## config.mk

```make
export PLATFORM = sky130hd
export DESIGN_NAME = sar_adc_ctrl
export DESIGN_NICKNAME = d
export VERILOG_FILES = /design/src/rtl/sar_pkg.sv /design/src/rtl/sar_succ_reg.sv /design/src/rtl/sar_adc_ctrl.sv
export SDC_FILE = /design/constraint.sdc
export NUM_CORES = 1
export LEC_CHECK = 0
export ABC_AREA = 0
export BUFFER_PORTS_ARGS = -buffer_cell sky130_fd_sc_hd__buf_2
export CORE_AREA = 2 2 52 54
export DETAILED_ROUTE_END_ITERATION = 12
export DIE_AREA = 0 0 54 56
export GPL_TIMING_DRIVEN = 0
export MAX_ROUTING_LAYER = met4
export PLACE_DENSITY_LB_ADDON = 0.2
export REMOVE_ABC_BUFFERS = 1
export SKIP_LAST_GASP = 1
export SYNTH_ARGS = -nofsm -noshare
export SYNTH_HDL_FRONTEND = slang
export SYNTH_SLANG_ARGS = --single-unit
```

## constraint.sdc

```tcl
create_clock -name CK -period 3.33 [get_ports CK]
set_input_delay 0.333 -clock CK [delete_from_list [all_inputs] [get_ports CK]]
set_output_delay 0.333 -clock CK [all_outputs]
set_load 0.01 [all_outputs]
```

## src/rtl/sar_pkg.sv

```systemverilog
// Shared types and helpers for the SAR ADC controller: FSM state encoding
// and a constant-evaluable ceil(log2) used to size the bit index and counters.
package sar_pkg;

  typedef enum logic [2:0] {
    IDLE = 3'd0,
    SMP  = 3'd1,
    TRY  = 3'd2,
    DEC  = 3'd3,
    FIN  = 3'd4
  } state_t;

  // Smallest w with (1 << w) >= n; returns at least 1 so indices never collapse to 0 bits.
  function automatic int clog2(input int n);
    int w;
    w = 1;
    while ((1 << w) < n) w = w + 1;
    return w;
  endfunction

endpackage

```

## src/rtl/sar_succ_reg.sv

```systemverilog
// Successive-approximation trial/decision register: loads the MSB trial,
// resolves bit idx from the comparator while seeding bit idx-1, or clears.
module sar_succ_reg
  import sar_pkg::*;
#(
  parameter int N_BITS = 8,
  localparam int IDX_W = clog2(N_BITS)
) (
  input  logic              clk,
  input  logic              rst,
  input  logic              load,
  input  logic              resolve,
  input  logic              clear,
  input  logic              cmp,
  input  logic [IDX_W-1:0]  idx,
  output logic [N_BITS-1:0] q
);

  always_ff @(posedge clk) begin
    if (rst || clear) begin
      q <= '0;
    end else if (load) begin
      q <= '0;
      q[N_BITS-1] <= 1'b1;
    end else if (resolve) begin
      q[idx] <= cmp;
      // Seed the next lower trial bit in the same edge so TRY sees a settled code.
      if (idx != '0) q[idx - 1'b1] <= 1'b1;
    end
  end

endmodule

```

## src/rtl/sar_adc_ctrl.sv

```systemverilog
// SAR ADC sequencer: sample, per-bit trial/decide, result capture with DONE pulse.
// Optional back-to-back conversions when SAR_CONTINUOUS_EN is defined (adds CONT input).
module sar_adc_ctrl
  import sar_pkg::*;
#(
  parameter int N_BITS        = 8,
  parameter int SAMPLE_CYCLES = 2
) (
  input  logic              CK,
  input  logic              R,
`ifdef SAR_CONTINUOUS_EN
  input  logic              CONT,
`endif
  input  logic              START,
  input  logic              CMP,
  output logic              SAMPLE,
  output logic              CMP_EN,
  output logic [N_BITS-1:0] DAC,
  output logic [N_BITS-1:0] DOUT,
  output logic              DONE,
  output logic              BUSY
);

  localparam int IDX_W = clog2(N_BITS);
  localparam int CNT_W = clog2(SAMPLE_CYCLES + 1);
  localparam logic [IDX_W-1:0] IDX_MSB  = IDX_W'(N_BITS - 1);
  localparam logic [CNT_W-1:0] SMP_LAST = CNT_W'(SAMPLE_CYCLES - 1);

  state_t           state;
  logic [CNT_W-1:0] cnt;
  logic [IDX_W-1:0] idx;
  logic             cont_go;
  logic             reg_load;
  logic             reg_resolve;
  logic             reg_clear;

`ifdef SAR_CONTINUOUS_EN
  assign cont_go = CONT;
`else
  assign cont_go = 1'b0;
`endif

  always_comb begin
    reg_load    = 1'b0;
    reg_resolve = 1'b0;
    reg_clear   = 1'b0;
    if (state == SMP && cnt == SMP_LAST) reg_load = 1'b1;
    if (state == DEC) reg_resolve = 1'b1;
    if (state == FIN) reg_clear = 1'b1;
  end

  sar_succ_reg #(.N_BITS(N_BITS)) u_succ_reg (
    .clk     (CK),
    .rst     (R),
    .load    (reg_load),
    .resolve (reg_resolve),
    .clear   (reg_clear),
    .cmp     (CMP),
    .idx     (idx),
    .q       (DAC)
  );

  always_ff @(posedge CK) begin
    if (R) begin
      state  <= IDLE;
      cnt    <= '0;
      idx    <= '0;
      SAMPLE <= 1'b0;
      CMP_EN <= 1'b0;
      DOUT   <= '0;
      DONE   <= 1'b0;
      BUSY   <= 1'b0;
    end else begin
      DONE <= 1'b0;
      case (state)
        IDLE: begin
          if (START) begin
            state  <= SMP;
            cnt    <= '0;
            SAMPLE <= 1'b1;
            BUSY   <= 1'b1;
          end
        end
        SMP: begin
          if (cnt == SMP_LAST) begin
            state  <= TRY;
            SAMPLE <= 1'b0;
            idx    <= IDX_MSB;
          end else begin
            cnt <= cnt + 1'b1;
          end
        end
        TRY: begin
          state  <= DEC;
          CMP_EN <= 1'b1;
        end
        DEC: begin
          CMP_EN <= 1'b0;
          if (idx != '0) begin
            idx   <= idx - 1'b1;
            state <= TRY;
          end else begin
            // Capture with the LSB decision folded in so DOUT is valid alongside DONE.
            state <= FIN;
            DOUT  <= {DAC[N_BITS-1:1], CMP};
            DONE  <= 1'b1;
          end
        end
        FIN: begin
          if (cont_go) begin
            state  <= SMP;
            cnt    <= '0;
            SAMPLE <= 1'b1;
          end else begin
            state <= IDLE;
            BUSY  <= 1'b0;
          end
        end
        default: begin
          state <= IDLE;
        end
      endcase
    end
  end

endmodule

```

==> flow_results.xml <==
<?xml version="1.0" encoding="UTF-8"?>
<metrics>
  <group name="power_and_ir_drop">
    <metric name="p_sw" unit="uW">173</metric>
    <metric name="intPower" unit="uW">498</metric>
    <metric name="seqPwrFrac" unit="">0.538</metric>
    <metric name="vdd_drop_max" unit="uV">437</metric>
    <metric name="combPwrFrac" unit="">0.124</metric>
    <metric name="power.leakage" unit="nW">0.578</metric>
    <metric name="clockPowerShare" unit="">0.338</metric>
    <metric name="power_per_cell_area" unit="mW/mm2">450</metric>
    <metric name="switching_share" unit="">0.258</metric>
  </group>
  <group name="run_status">
    <metric name="run_status" unit="">complete, no violations</metric>
  </group>
  <group name="hold_path">
    <metric name="timing.hold.worst.class" unit="">in -&gt; reg</metric>
    <metric name="hold_path.startpoint" unit="">START</metric>
    <metric name="holdPathEnd" unit="">BUSY</metric>
    <metric name="worst_hold_path_depth" unit="">3</metric>
  </group>
  <group name="critical_path">
    <metric name="worstPathCellList" unit="">inv_1 -&gt; ha_1 -&gt; and3b_1 -&gt; nor4_4 -&gt; nand3_1 -&gt; a21oi_1</metric>
    <metric name="cp.required" unit="ns">3.61</metric>
    <metric name="arrival" unit="ns">2.10</metric>
    <metric name="regToRegSetupSlack" unit="ns">1.51</metric>
    <metric name="crit-reg2reg-launch" unit="">idx[1]</metric>
    <metric name="end_kind" unit="">flip-flop</metric>
    <metric name="critical_path_peak_fanout" unit="">7</metric>
    <metric name="worst_setup_path_start_kind" unit="">flip-flop</metric>
    <metric name="cp_launch_point" unit="">idx[1]</metric>
    <metric name="reg_to_reg_critical_path_endpoint" unit="">u_succ_reg.q[0]</metric>
    <metric name="delay_of_the_slowest_cell_on_the_worst_path" unit="ns">0.49</metric>
    <metric name="worst-r2r-cell-count" unit="">6</metric>
    <metric name="worst_path_max_delay_cell" unit="">sky130_fd_sc_hd__dfxtp_1</metric>
    <metric name="critPathKind" unit="">reg -&gt; reg</metric>
  </group>
  <group name="routing">
    <metric name="sum_of_routed_wire_length_over_all_layers" unit="um">2650</metric>
    <metric name="drc" unit="">0</metric>
    <metric name="routed_via_density" unit="">5.63</metric>
    <metric name="drt_first_pass_iters" unit="">4</metric>
    <metric name="postRouteAntennaNets" unit="">0</metric>
    <metric name="detail_route.iter0.violations" unit="">20</metric>
    <metric name="routed-via-count" unit="">1092</metric>
    <metric name="wl_per_cell" unit="um">13.7</metric>
  </group>
  <group name="cells_and_area">
    <metric name="areaGrowthSynthToFinish" unit="%">10.5</metric>
    <metric name="multi_input_comb_area" unit="um2">708</metric>
    <metric name="fillerInstances" unit="">212</metric>
    <metric name="layoutNonFillerInstCount" unit="">194</metric>
    <metric name="final_layout_size_suffix_gt1_frac" unit="">0.207</metric>
    <metric name="finish.net_count" unit="">172</metric>
    <metric name="regArea" unit="um2">561</metric>
    <metric name="antenna-diode-count" unit="">0</metric>
  </group>
  <group name="grt">
    <metric name="first_global_vias" unit="">1024</metric>
    <metric name="total_global_route_track_usage" unit="">0.205</metric>
    <metric name="grt_first_pass_wirelength" unit="um">4600</metric>
    <metric name="grt_antenna_before_repair" unit="">0</metric>
    <metric name="grt_max_degree" unit="">21</metric>
    <metric name="grt_remaining_overflow" unit="">0</metric>
  </group>
  <group name="floorplanning">
    <metric name="initial_utilization" unit="">0.556</metric>
    <metric name="die_x" unit="um">54</metric>
    <metric name="die_y" unit="um">56</metric>
    <metric name="std_cell_rows" unit="">18</metric>
    <metric name="die_area" unit="mm2">0.00302</metric>
    <metric name="core_region_area" unit="mm2">0.00243</metric>
    <metric name="io-pin-count" unit="">24</metric>
  </group>
  <group name="clocking">
    <metric name="cts_buffer_depth" unit="">2</metric>
    <metric name="clock_tree_from_tritoncts" unit="">done</metric>
    <metric name="ctsResizeCount" unit="">0</metric>
    <metric name="root_buffer" unit="">sky130_fd_sc_hd__clkbuf_4</metric>
    <metric name="ctsHoldBuffers" unit="">0</metric>
    <metric name="cts.sinks" unit="">28</metric>
    <metric name="cts_setup_buffers" unit="">0</metric>
    <metric name="ctsHtreeMaxLevel" unit="">1</metric>
    <metric name="numCtsBuffers" unit="">3</metric>
    <metric name="clkSlewWorstSetupHoldPaths" unit="ns">0.16</metric>
    <metric name="clock_latency_of_the_later_clocked_register_in_the_worst_skew_pair" unit="ns">0.34</metric>
  </group>
  <group name="logic_synthesis">
    <metric name="yosysWarningCount" unit="">0</metric>
    <metric name="postSynthAreaPerCell" unit="um2">9.38</metric>
    <metric name="syn-instance-count" unit="">144</metric>
    <metric name="ys_types" unit="">39</metric>
    <metric name="yosys.area.top_type" unit="">sky130_fd_sc_hd__dfxtp_1</metric>
    <metric name="cell_area_after_synthesis" unit="mm2">0.00135</metric>
    <metric name="ys_top_cells_by_area" unit="">sky130_fd_sc_hd__dfxtp_1 41%, sky130_fd_sc_hd__mux2i_1 13%, sky130_fd_sc_hd__nor2_1 5.6%, sky130_fd_sc_hd__a21oi_1 4.4%, sky130_fd_sc_hd__nor3_1 3.7%</metric>
    <metric name="postSynthRegisterBits" unit="">28</metric>
    <metric name="synth_top_cell_area_share" unit="">0.415</metric>
    <metric name="synth_seq_area_share" unit="">0.415</metric>
  </group>
  <group name="timing">
    <metric name="timing.final.crit_period" unit="ns">1.82</metric>
    <metric name="slew_viol_final" unit="">0</metric>
    <metric name="max-slew-margin-rel" unit="">0.655</metric>
    <metric name="maxClockFrequency" unit="MHz">550</metric>
    <metric name="setup_total_negative_slack" unit="ns">0</metric>
    <metric name="timing.final.crit_share" unit="">0.546</metric>
    <metric name="hold_viol" unit="">0</metric>
    <metric name="final_setup_viols" unit="">0</metric>
    <metric name="grt_setup_unrepaired" unit="">no</metric>
    <metric name="tightest_slew" unit="ns">0.517</metric>
    <metric name="skew" unit="ns">0.00745</metric>
  </group>
  <group name="job">
    <metric name="drv.max_cap_violation_count" unit="">0</metric>
  </group>
  <group name="placement">
    <metric name="hpwlAfterDp" unit="um">1880</metric>
    <metric name="placedCellCount" unit="">190</metric>
    <metric name="buffer_ports.inserted" unit="">23</metric>
    <metric name="gpl.final_weighted_congestion" unit="">0.918</metric>
  </group>
</metrics>
==> placed cells by master (no fill, tap or decap), types with 2 or more instances in the layout <==
cell type,n
sky130_fd_sc_hd__a211oi_1,2
sky130_fd_sc_hd__a21oi_1,12
sky130_fd_sc_hd__and3b_1,2
sky130_fd_sc_hd__buf_2,23
sky130_fd_sc_hd__clkbuf_4,3
sky130_fd_sc_hd__dfxtp_1,28
sky130_fd_sc_hd__ha_1,3
sky130_fd_sc_hd__inv_1,5
sky130_fd_sc_hd__mux2i_1,17
sky130_fd_sc_hd__nand2_1,8
sky130_fd_sc_hd__nand2b_1,3
sky130_fd_sc_hd__nand3_1,4
sky130_fd_sc_hd__nor2_1,20
sky130_fd_sc_hd__nor3_1,10
sky130_fd_sc_hd__nor4_1,3
==> power groups by stage <==
stage	clock network (mW)	logic (mW)	registers [mW]
after floorplan	0	0.0581	0.367
after global placement	0	0.0806	0.368
after detailed placement	0	0.0821	0.368
after CTS	0.230	0.0827	0.361
after global routing	0.245	0.0943	0.364
final	0.227	0.0831	0.361
==> worst max-delay path, delay by kind of cell, from the launching register on <==
family          cells  cell delay [ns]
fa+ha+maj           1             0.22
compound gates      1             0.14
flops               1             0.49
simple gates        3             0.77
buf+inv             1             0.15
==> cell families (layout without fill, tap and decap cells) <==
kind of cell,after synthesis,after routing,synth area share
simple gates,58,58,0.240
flops,28,28,0.415
compound gates,23,23,0.109
mux,18,18,0.134
buf+inv,12,32,0.0611
fa+ha+maj,3,3,0.0278
xor+xnor,2,2,0.0130
==> registers in the layout (all words and copies together), names as in the netlist <==
signal	cells
BUSY	1
idx	3
DONE	1
u_succ_reg.q	8
DOUT	8
SAMPLE	1
CMP_EN	1
cnt	2
state	3
==> worst max path at each step <==
stage               cells past startpoint  slack, ns              end
floorplan                               6       1.73           cnt[1]
global placement                        6       1.60  u_succ_reg.q[0]
detailed placement                      6       1.57  u_succ_reg.q[0]
CTS                                     6       1.54  u_succ_reg.q[0]
global route                            6       1.39  u_succ_reg.q[0]
finish                                  6       1.51  u_succ_reg.q[0]
==> per-stage QoR <==
stage | hold slack (ns) | utilization | total power [mW] | area, um2 | setup WS (ns)
after detailed placement | 0.447 | 0.592 | 0.450 | 1440 | 1.57
after global routing | 0.330 | 0.614 | 0.703 | 1490 | 1.39
final | 0.322 | 0.614 | 0.671 | 1490 | 1.51
after global placement | 0.441 | 0.592 | 0.448 | 1440 | 1.60
after floorplan | 0.402 | - | 0.425 | 1290 | 1.73
after CTS | 0.316 | 0.614 | 0.674 | 1490 | 1.54
==> synth_stat cells <==
master                          instances
sky130_fd_sc_hd__nor4_1                 3
sky130_fd_sc_hd__a21oi_1               12
sky130_fd_sc_hd__o211ai_1               1
sky130_fd_sc_hd__ha_1                   3
sky130_fd_sc_hd__mux2_2                 1
sky130_fd_sc_hd__nor3_2                 1
sky130_fd_sc_hd__nor4_4                 1
sky130_fd_sc_hd__nand2b_2               1
sky130_fd_sc_hd__a31oi_1                1
sky130_fd_sc_hd__nor3_1                10
sky130_fd_sc_hd__a211oi_1               2
sky130_fd_sc_hd__and3_1                 1
sky130_fd_sc_hd__or4_1                  1
sky130_fd_sc_hd__a2111oi_0              1
sky130_fd_sc_hd__a311oi_1               1
sky130_fd_sc_hd__a31o_2                 1
sky130_fd_sc_hd__nand4b_1               1
sky130_fd_sc_hd__nor2_4                 1
sky130_fd_sc_hd__a221oi_1               1
sky130_fd_sc_hd__nand2b_1               3
sky130_fd_sc_hd__buf_4                  1
sky130_fd_sc_hd__and3b_1                2
sky130_fd_sc_hd__clkbuf_8               1
sky130_fd_sc_hd__xnor2_1                1
sky130_fd_sc_hd__clkbuf_1               1
sky130_fd_sc_hd__a211o_1                1
sky130_fd_sc_hd__clkbuf_4               1
sky130_fd_sc_hd__dlygate4sd1_1          1
sky130_fd_sc_hd__buf_6                  2
sky130_fd_sc_hd__inv_1                  5
sky130_fd_sc_hd__nor2_1                20
sky130_fd_sc_hd__nand2_1                8
sky130_fd_sc_hd__o21bai_1               1
sky130_fd_sc_hd__xor2_1                 1
sky130_fd_sc_hd__dfxtp_1               28
sky130_fd_sc_hd__mux2i_1               17
sky130_fd_sc_hd__nand3b_4               1
sky130_fd_sc_hd__a22oi_1                1
sky130_fd_sc_hd__nand3_1                4
==> per-layer routing <==
layer	track usage	vias to the layer above	share of wire
li1	-	553	-
met1	0.282	514	0.48
met2	0.303	21	0.47
met3	0.0242	4	0.037
met4	0.0786	0	0.013
met5	-	-	0
==> layout make-up <==
type                            instances  share of cell area
Multi-Input combinational cell        104               0.474
Sequential cell                        28               0.376
Timing Repair Buffer                   23              0.0771
Inverter                                5              0.0126
Tap cell                               30              0.0251
Clock buffer                            3              0.0151
Clock inverter                          1              0.0201
Note: power is estimated with default switching activity, not from simulation.
